[src/rtl/exc_int_sequencer.sv]
// Interrupt/exception sequencer between device IRQs, the M stage and CP0.
// Latches and masks requests, arbitrates, and drives entry/eret redirect sequences.
module exc_int_sequencer #(
  parameter logic [31:0] HANDLER_PC   = 32'h0000_4180,
  parameter logic [5:0]  EDGE_MASK    = 6'b000000,
  parameter int unsigned FLUSH_CYCLES = 2
) (
  input  logic        clk,
  input  logic        reset,
  input  logic [5:0]  dev_irq,
  input  logic [5:0]  pend_clr,
  input  logic [5:0]  sr_im,
  input  logic        sr_exl,
  input  logic        sr_ie,
  input  logic        m_valid,
  input  logic [31:0] m_pc,
  input  logic        m_exc,
  input  logic [4:0]  m_exc_code,
  input  logic        m_eret,
  input  logic [31:0] cp0_epc,
  output logic [5:0]  hwint,
  output logic        exl_set,
  output logic        exl_clr,
  output logic        epc_we,
  output logic [31:0] epc_val,
  output logic [4:0]  exc_code,
  output logic        flush,
  output logic        redirect,
  output logic [31:0] redirect_pc,
  output logic        busy
);

  typedef enum logic [1:0] {S_IDLE, S_ENTER, S_RETURN, S_HOLD} state_t;

  localparam logic [2:0] HOLD_INIT = 3'(FLUSH_CYCLES - 1);

  state_t      state, state_n;
  logic [5:0]  irq_q, irq_qq, edge_lat, pend;
  logic [2:0]  cnt;
  logic [31:0] epc_q, rpc_q;
  logic [4:0]  code_q;
  logic        int_ok, take_entry;

  // Edge bits come from the latch, level bits pass straight through.
  assign pend       = (edge_lat & EDGE_MASK) | (dev_irq & ~EDGE_MASK);
  assign int_ok     = (|(hwint & sr_im)) & sr_ie & ~sr_exl & m_valid;
  assign take_entry = m_exc | int_ok;

  always_ff @(posedge clk or negedge reset) begin
    if (!reset) begin
      irq_q    <= '0;
      irq_qq   <= '0;
      edge_lat <= '0;
      hwint    <= '0;
    end else begin
      irq_q    <= dev_irq;
      irq_qq   <= irq_q;
      // A new rising edge overrides a same-cycle software clear.
      edge_lat <= ((edge_lat & ~pend_clr) | (irq_q & ~irq_qq)) & EDGE_MASK;
      hwint    <= pend;
    end
  end

  always_ff @(posedge clk or negedge reset) begin
    if (!reset) begin
      state  <= S_IDLE;
      cnt    <= '0;
      epc_q  <= '0;
      rpc_q  <= '0;
      code_q <= '0;
    end else begin
      state <= state_n;
      if (state == S_IDLE) begin
        if (take_entry) begin
          epc_q  <= m_pc;
          code_q <= m_exc ? m_exc_code : '0;
          rpc_q  <= HANDLER_PC;
        end else if (m_eret) begin
          rpc_q  <= cp0_epc;
        end
      end
      if (state == S_ENTER || state == S_RETURN)
        cnt <= HOLD_INIT;
      else if (state == S_HOLD && cnt != '0)
        cnt <= cnt - 3'd1;
    end
  end

  always_comb begin
    state_n = state;
    unique case (state)
      S_IDLE: begin
        if (take_entry)  state_n = S_ENTER;
        else if (m_eret) state_n = S_RETURN;
      end
      S_ENTER:  state_n = S_HOLD;
      S_RETURN: state_n = S_HOLD;
      S_HOLD:   if (cnt == '0) state_n = S_IDLE;
      default:  state_n = S_IDLE;
    endcase
  end

  assign exl_set     = (state == S_ENTER);
  assign epc_we      = (state == S_ENTER);
  assign exl_clr     = (state == S_RETURN);
  assign busy        = (state != S_IDLE);
  assign flush       = busy;
  assign redirect    = busy;
  assign redirect_pc = rpc_q;
  assign epc_val     = epc_q;
  assign exc_code    = code_q;

endmodule

[config.mk]
export PLATFORM = sky130hd
export DESIGN_NAME = exc_int_sequencer
export DESIGN_NICKNAME = d
export VERILOG_FILES = /design/src/rtl/exc_int_sequencer.sv
export SDC_FILE = /design/constraint.sdc
export NUM_CORES = 1
export LEC_CHECK = 0
export ABC_AREA = 1
export CAP_MARGIN = 10
export CORE_AREA = 3 3 89 91
export CTS_CLUSTER_SIZE = 8
export DETAILED_ROUTE_END_ITERATION = 10
export DIE_AREA = 0 0 92 94
export DONT_BUFFER_PORTS = 1
export GPL_ROUTABILITY_DRIVEN = 0
export PLACE_DENSITY_LB_ADDON = 0.12
export SLEW_MARGIN = 20
export SYNTH_ARGS = -nofsm -noshare
export SYNTH_HDL_FRONTEND = slang
export SYNTH_SLANG_ARGS = --single-unit
[constraint.sdc]
create_clock -name clk -period 2.95 [get_ports clk]
set_input_delay 0.295 -clock clk [delete_from_list [all_inputs] [get_ports clk]]
set_output_delay 0.295 -clock clk [all_outputs]
set_load 0.02 [all_outputs]
==> results of run 1 <==
## cell type report
cell class                      instances  area (um2)  share of cell area (%)
Tap cell                               99       123.9                   3.451
Timing Repair Buffer                   12       127.6                   3.555
Clock inverter                          6       67.56                   1.882
Clock buffer                           10       137.6                   3.834
Multi-Input combinational cell        253        1094                   30.46
Inverter                               10       37.54                   1.046
Sequential cell                        80        2002                   55.77
## final timing paths
kind	start	end	cells past startpoint
setup / recovery	state[0]$_DFFE_PN0P_	flush	5
hold / removal	cp0_epc[10]	redirect_pc[10]$_DFFE_PN0P_	2
setup reg to reg	hwint[0]$_DFF_PN0_	epc_val[28]$_DFFE_PN0P_	10
hold reg to reg	state[1]$_DFFE_PN0P_	state[1]$_DFFE_PN0P_	2
max in group asynchronous	reset	epc_val[7]$_DFFE_PN0P_	2
min in group asynchronous	reset	redirect_pc[18]$_DFFE_PN0P_	2
## through the flow
step	hold slack (ps)	setup WS, ps	utilization [%]	instance area (um2)
global route	45.85	428.2	49.76	3590
global placement	1.042	746.8	45.56	3287
CTS	34.35	695.4	49.76	3590
detailed placement	1.200	715.7	45.56	3287
floorplan	-0.5911	1507	-	3264
finish	51.73	731.7	49.76	3590
## layout by cell type (no fill, tap or decap), drive strengths merged
| cell type | n |
|---|---|
| dfrtp | 80 |
| a21oi | 2 |
| bufinv | 1 |
| nor3 | 1 |
| inv | 11 |
| clkinv | 2 |
| o21ai | 4 |
| ha | 6 |
| dlygate4sd3 | 7 |
| and3b | 1 |
| buf | 5 |
| nor2 | 7 |
| clkbuf | 10 |
| a211oi | 1 |
| nand3 | 41 |
| nand2 | 189 |
| nand4 | 1 |
| clkinvlp | 2 |
## kinds of logic (layout without fill, tap and decap cells)
group                    Yosys count  after routing  synth area share, %
AND/OR/NAND/NOR                  240            240                30.05
flip-flops                        80             80                61.33
buffers and inverters             30             38                5.174
AO/OA/AOI/OAI                      7              7                1.150
adder cells (fa/ha/maj)            6              6                2.300
## registers in the layout, summed over array words and instances (netlist names)
signal,flops
redirect_pc,32
epc_val,32
hwint,6
cnt,3
exc_code,5
state,2
## critical path, cell delays in order (launching register included)
cell                      delay (ps)
sky130_fd_sc_hd__dfrtp_1         430
sky130_fd_sc_hd__inv_1            90
sky130_fd_sc_hd__ha_1            300
sky130_fd_sc_hd__buf_4           420
sky130_fd_sc_hd__inv_1           120
sky130_fd_sc_hd__buf_4           220
## what timing repair did
item                                    CTS  global route
endpoints found under the setup margin    0             0
hold endpoints to repair                 86             0
hold buffers                              8             0
## power groups by stage
stage	clock [mW]	combinational (mW)	sequential [mW]
6_report	0.828	1.02	2.44
5_1_grt	0.910	1.21	2.49
4_1_cts	0.854	1.04	2.45
3_5_place_dp	0	1.01	2.46
3_3_place_gp	0	0.968	2.46
2_1_floorplan	0	0.897	2.34
## per-layer routing
layer  share of wire, %  vias to the layer above
li1                   -                     1129
met1                 41                     1089
met2                 46                      121
met3                 12                        9
met4                1.2                        0
met5                  0                        -
==> out/qor.yml, run 1 <==
synth_sequential_area_ratio_pct: 61.33
via_count_of_the_first_global_routing_pass: 2403
grt_busiest_layer: "met2"
synth.top_cell.area_share_pct: 61.33
route.detailed.wl_per_inst_um: 15.92
leakage_nw: 1.942
net_switching_share_of_the_total_power_pct: 46.22
io_buffer_count: 0
synth.distinct_cells: 21
post-route-drc-count: 0
area_growth_syn_to_layout_pct: 9.965
cts-root-buf: "sky130_fd_sc_hd__clkbuf_8"
grt_pass1_wl_um: 11900
postSynthAreaPerCell_um2: 8.993
total_track_usage_pct: 17.70
groute.layer.met1.usage_pct: 22.97
timing.slew.headroom_pct: 58.69
share_comb_of_total_power_pct: 23.9
worstSkewPairLatency_ps: 340
fp-row-count: 31
rrSetupSlack_ps: 760
critical_path_peak_fanout: 38
htreeDepth: 3
worst_pin_slew_ps: 617.4
hpwl_um: 4993
ys.flop_type: "sky130_fd_sc_hd__dfrtp_1"
die_y_um: 94
first_iter_violations: 88
maxClockFrequency_ghz: 0.4508
start_util_pct: 45.25
chipWidth_um: 92
cts-root-to-sink-buffers: 2
clk_pin_slew_worst_paths_ps: 90
antenna-diode-count: 0
numClockSinks: 80
peakVddDrop_uv: 595.0
vias: 2348
grt_antenna_before_repair: 0
drt.antenna.violating_nets: 0
cellPowerDensity_nw_per_um2: 1194
num-nets-final: 466
internal_power_mw: 2.305
fill_cells: 720
design.portCount: 175
post_synth_inst_count: 363
tritoncts: "built"
timing.max_cap.violations: 0
worst-setup-path-type: "reg -> out"
cts-buffers-inserted: 9
synth.ff_latch_count: 80
power_frac_clock_pct: 19.3
period_share_pct: 75.20
gr-usage-met3_pct: 7.612
syn-cell-area_um2: 3264
synth_async_sr_flop_share_pct: 100.0
rsz0062_at_grt: "no"
synth.cells.most_frequent: "186 x sky130_fd_sc_hd__nand2_1, 80 x sky130_fd_sc_hd__dfrtp_1, 40 x sky130_fd_sc_hd__nand3_1"
syn_warnings: 0
design.core.area_um2: 7214
fin_cells: 470
total_switching_power_mw: 1.981
final_layout_size_suffix_gt1_share_pct: 7.008
critPathArrivalTime_ps: 1920
synthMostInstantiatedCell: "sky130_fd_sc_hd__nand2_1"
worstHoldPathType: "in -> reg"
post_synth_main_area_contributors: "sky130_fd_sc_hd__dfrtp_1 61%, sky130_fd_sc_hd__nand2_1 21%, sky130_fd_sc_hd__nand3_1 6.1%, sky130_fd_sc_hd__ha_1 2.3%, sky130_fd_sc_hd__buf_6 1.4%"
groute.layer.met2.usage_pct: 25.97
critPathCaptureType: "output port"
setup_tns_ps: 0
firstDrtPassIters: 4
start_kind: "flop"
synth_fp_nets: 463
critPathRequiredTime_ps: 2650
synth_edf_count: 0
run_status: "complete, no violations"
yosys_top_cell_by_area: "sky130_fd_sc_hd__dfrtp_1"
report.final.hold_viol_count: 0
clock_skew_ps: 7.904
vias_per_cell: 4.996
wl_um: 7484
power_mw: 4.286
cts_setup_buffers: 0
flop_pwr_share_pct: 56.8
placed_cells: 446
pin_count_of_the_biggest_net_entering_global_routing: 81
drv_slew: 0
report.final.setup_viol: 0
gr-total-overflow: 0
cts-resized-gates: 0
floorplan.die_area_um2: 8648
post-route-min-period_ps: 2218
(Power assumes the default switching activity.)
==> inputs of run 2 (changes only) <==
Clock period 2.95 ns to 1.9 ns, I/O delays scaled along.
==> run 2 against run 1 <==
  * The run now ends with hold timing left
  * Power grew 62%
  * Register-to-register slack lost 440 ps
  * Clock skew grew 0.83 ps
  * Count of clock-buffer cells in the layout grew 1
  * Sequential power grew 55%
  * Die area is the same
  * Combinational power grew 78%
  * Final cell count grew 16%
  * Critical path type unchanged
==> out/qor.yml, run 2 (synthesized netlist as in run 1, its figures left out) <==
run_status: "finished, violations left"
failing_checks: "hold timing"
grt_antenna_before_repair: 0
peakVddDrop_uv: 838.7
fin_cells: 544
critical_path.n_buffers_inverters: 4
htreeDepth: 3
vias: 2659
critical_path_peak_fanout: 11
firstDrtPassIters: 4
via_count_of_the_first_global_routing_pass: 2810
layout_common_cells: "186 x sky130_fd_sc_hd__nand2_1, 80 x sky130_fd_sc_hd__dfrtp_1, 72 x sky130_fd_sc_hd__dlygate4sd3_1"
setup_tns_ps: 0
route.detailed.wl_per_inst_um: 15.49
fp-row-count: 31
worstSkewPairLatency_ps: 340
chipWidth_um: 92
rsz0062_at_grt: "no"
critPathRequiredTime_ps: 1710
start_util_pct: 45.25
first_iter_violations: 118
gr-total-overflow: 0
drt.antenna.violating_nets: 0
cts-buffers-inserted: 9
worst_hold_slack_ps: -463.4
worst-setup-path-type: "reg -> out"
design.core.area_um2: 7214
critical_path.top_delay_family: "buffers and inverters"
cts_setup_buffers: 0
design.portCount: 175
io_buffer_count: 0
report.final.hold_viol_count: 80
worstPathCellList: "inv_1 > ha_2 > buf_4 > inv_1 > buf_4"
cts.hold.buffers_added: 72
post-route-min-period_ps: 1768
cpMaxStageDelayCell: "sky130_fd_sc_hd__dfrtp_1"
pin_count_of_the_biggest_net_entering_global_routing: 81
area_growth_syn_to_layout_pct: 32.43
period_share_pct: 93.05
total_track_usage_pct: 19.65
area_of_combinational_cells_with_multiple_inputs_um2: 1096
drv_slew: 0
cellPowerDensity_nw_per_um2: 1605
report.final.setup_viol: 0
fill_cells: 628
cts-root-to-sink-buffers: 2
timing.max_cap.violations: 0
mostFrequentLayoutCell: "sky130_fd_sc_hd__nand2_1"
critPathCaptureType: "output port"
final_layout_size_suffix_gt1_share_pct: 7.640
cts-root-buf: "sky130_fd_sc_hd__clkbuf_8"
tritoncts: "built"
clk_pin_slew_worst_paths_ps: 90
start_kind: "flop"
leakage_nw: 2.260
die_y_um: 94
seqCellArea_um2: 2002
maxClockFrequency_ghz: 0.5656
clock_skew_ps: 8.730
hpwl_um: 5239
wl_um: 8425
num-nets-final: 540
post-route-drc-count: 0
grt_pass1_wl_um: 13550
numClockSinks: 80
critical_path.max_stage_delay_ps: 420
floorplan.die_area_um2: 8648
vias_per_cell: 4.888
worst_pin_slew_ps: 448.0
worstHoldPathType: "in -> async"
placed_cells: 456
critPathArrivalTime_ps: 1580
antenna-diode-count: 0
timing.slew.headroom_pct: 70.21
==> run 2: cell types whose count changed in the layout (fill, tap and decap cells not counted), sizes merged <==
cell / before / now
clkinvlp: 2 / 1
dlygate4sd3: 7 / 72
buf: 5 / 14
inv: 11 / 10
bufinv: 1 / 2
clkbuf: 10 / 11
==> run 2: layout make-up <==
type	instances	share of cell area (%)
Clock buffer	11	3.039
Tap cell	99	2.865
Sequential cell	80	46.31
Multi-Input combinational cell	253	25.35
Inverter	10	0.8683
Timing Repair Buffer	86	19.68
Clock inverter	5	1.881
==> run 2: path summary, 6_finish.rpt <==
kind,slack [ps],start,cells after the start,to
max in group asynchronous,2230,reset,0,cnt[1]$_DFFE_PN0P_
min reg2reg,550,state[1]$_DFFE_PN0P_,2,state[1]$_DFFE_PN0P_
max reg2reg,320,hwint[1]$_DFF_PN0_,10,exc_code[2]$_DFFE_PN0P_
min,-460,reset,0,redirect_pc[17]$_DFFE_PN0P_
min in group clk,30,m_pc[9],2,epc_val[9]$_DFFE_PN0P_
max,130,state[0]$_DFFE_PN0P_,5,flush
==> run 2: what timing repair did <==
action                     4_1_cts  5_1_grt
hold endpoints to repair       151       80
setup endpoints to repair        0        3
resized for setup                0        1
==> run 2: metrics by stage <==
stage / hold WS, ps / utilization (%) / worst slack, ps / instance area (um2) / power, mW
floorplan: -105.6 / - / 456.5 / 3264 / 5.032
global placement: -104.0 / 46.95 / 365.8 / 3387 / 5.425
detailed placement: -103.4 / 46.95 / 339.9 / 3387 / 5.500
CTS: -484.3 / 59.89 / 32.82 / 4320 / 6.973
global route: -486.9 / 59.92 / 30.53 / 4323 / 7.414
finish: -463.4 / 59.92 / 132.0 / 4323 / 6.939
==> run 2: worst reg2reg max path, delay by kind of cell, from the launching register on <==
family / cells / cell delay, ps
flops: 1 / 390
buf+inv: 1 / 270
simple gates: 9 / 860
==> run 2: per-layer routing <==
layer	GRT usage (%)	vias to the layer above	share of wire, %
li1	-	1281	-
met1	24.82	1232	42
met2	31.63	135	46
met3	6.490	11	10
met4	7.178	0	1.4
met5	0	-	0
==> run 2: report_power, final <==
group	switching [mW]	leakage (nW)	internal (mW)
combinational	1.12	1.14	0.698
sequential	1.38	1.02	2.41
clock	0.588	0.104	0.742
total	3.09	2.26	3.85
==> inputs of run 3 (changes only) <==
Settings changed: GPL_TIMING_DRIVEN set to 0.
==> run 3 against run 2 <==
  * The run still ends with hold timing left
  * Power grew 0.77%
  * Design area fell by 0.38%
  * Worst hold slack worse by 6.1 ps
  * Non-clock buffer count is 4 higher
  * Critical path depth decreased by 1
  * Clock power hardly changed
  * Sequential power hardly changed
  * Clock skew about the same
==> out/qor.yml, run 3 (synthesized netlist as in run 1, its figures left out) <==
post-route-min-period_ps: 1786
htreeDepth: 3
setup_tns_ps: 0
worst-setup-path-type: "reg -> out"
timing.slew.headroom_pct: 70.54
final_layout_size_suffix_gt1_share_pct: 8.018
chipWidth_um: 92
start_kind: "flop"
grt_busiest_layer: "met2"
critPathArrivalTime_ps: 1600
firstDrtPassIters: 4
clock_skew_ps: 8.771
failing_checks: "hold timing"
cellPowerDensity_nw_per_um2: 1624
worstSkewPairLatency_ps: 340
start_util_pct: 45.25
maxClockFrequency_ghz: 0.5598
critPathCaptureType: "output port"
gr-usage-met3_pct: 7.532
tritoncts: "built"
die_y_um: 94
worst_hold_slack_ps: -469.5
critPathRequiredTime_ps: 1710
first_iter_violations: 119
groute.layer.met1.usage_pct: 23.61
route.detailed.wl_per_inst_um: 15.63
hpwl_um: 5443
drv_slew: 0
via_count_of_the_first_global_routing_pass: 2728
timing.max_cap.violations: 0
fill_cells: 626
worstHoldPathType: "in -> async"
numClockSinks: 80
seqCellArea_um2: 2002
wl_um: 8565
period_share_pct: 94.02
total_track_usage_pct: 20.08
cts.hold.buffers_added: 70
run_status: "finished, violations left"
design.core.area_um2: 7214
rsz0062_at_grt: "no"
vias_per_cell: 4.889
area_growth_syn_to_layout_pct: 31.93
critical_path_peak_fanout: 6
grt_antenna_before_repair: 0
gr-total-overflow: 0
design.portCount: 175
area_of_combinational_cells_with_multiple_inputs_um2: 1094
cts_setup_buffers: 0
peakVddDrop_uv: 797.2
leakage_nw: 2.267
report.final.hold_viol_count: 80
clk_pin_slew_worst_paths_ps: 80
io_buffer_count: 0
drt.antenna.violating_nets: 0
floorplan.die_area_um2: 8648
worst_pin_slew_ps: 442.0
cts-buffers-inserted: 9
post-route-drc-count: 0
finish.utilization_pct: 59.69
cts-root-buf: "sky130_fd_sc_hd__clkbuf_8"
cts-root-to-sink-buffers: 2
vias: 2679
groute.layer.met2.usage_pct: 34.00
num-nets-final: 544
placed_cells: 462
mostFrequentLayoutCell: "sky130_fd_sc_hd__nand2_1"
layout_common_cells: "186 x sky130_fd_sc_hd__nand2_1, 80 x sky130_fd_sc_hd__dfrtp_1, 70 x sky130_fd_sc_hd__dlygate4sd3_1"
fin_cells: 548
fp-row-count: 31
grt_pass1_wl_um: 13520
antenna-diode-count: 0
pin_count_of_the_biggest_net_entering_global_routing: 81
report.final.setup_viol: 0
==> run 3: final cells by class <==
class,instances,share of cell area [%]
timing repair buffer,70,16.27
multi-input combinational,253,25.39
clock inverter,3,1.511
buffer,20,3.138
tap,99,2.876
sequential,80,46.48
clock buffer,13,3.457
inverter,10,0.8716
==> run 3: worst paths after layout <==
path | to | slack (ps) | from | depth (start not counted)
setup / recovery | redirect | 110 | state[0]$_DFFE_PN0P_ | 4
hold / removal | redirect_pc[18]$_DFFE_PN0P_ | -470 | reset | 0
setup reg to reg | epc_val[28]$_DFFE_PN0P_ | 190 | state[0]$_DFFE_PN0P_ | 6
hold reg to reg | state[1]$_DFFE_PN0P_ | 540 | state[1]$_DFFE_PN0P_ | 2
max in group asynchronous | redirect_pc[21]$_DFFE_PN0P_ | 2210 | reset | 0
min in group clk | exc_code[4]$_DFFE_PN0P_ | 10 | m_exc_code[4] | 2
==> run 3: what timing repair did <==
action / 4_1_cts / 5_1_grt
gates resized for setup: 0 / 5
endpoints found under the setup margin: 0 / 30
endpoints found under the hold margin: 150 / 80
==> run 3: through the flow <==
stage	power (mW)	cell area [um2]	setup WS [ps]	hold WS (ps)
3_5_place_dp	5.536	3388	71.59	-103.4
3_3_place_gp	5.471	3388	97.37	-104.0
5_1_grt	7.482	4307	4.003	-500.9
4_1_cts	7.031	4303	69.40	-482.9
6_report	6.992	4307	113.7	-469.5
2_1_floorplan	5.032	3264	456.5	-105.6
==> run 3: critical path, cell delays in order, from the launching register on <==
cell and delay (ps):
sky130_fd_sc_hd__dfrtp_1 430, sky130_fd_sc_hd__inv_1 100, sky130_fd_sc_hd__ha_1 310, sky130_fd_sc_hd__inv_1 220
sky130_fd_sc_hd__buf_4 210
==> run 3: where the power goes <==
| group | internal (mW) | switching (mW) | total (mW) |
|---|---|---|---|
| Combinational | 0.715 | 1.12 | 1.83 |
| Clock | 0.777 | 0.584 | 1.36 |
| Sequential | 2.41 | 1.39 | 3.80 |
==> run 3: per-layer routing <==
layer,up-vias,share of wire [%]
li1,1287,-
met1,1233,39
met2,146,49
met3,13,10
met4,0,1.5
met5,-,0
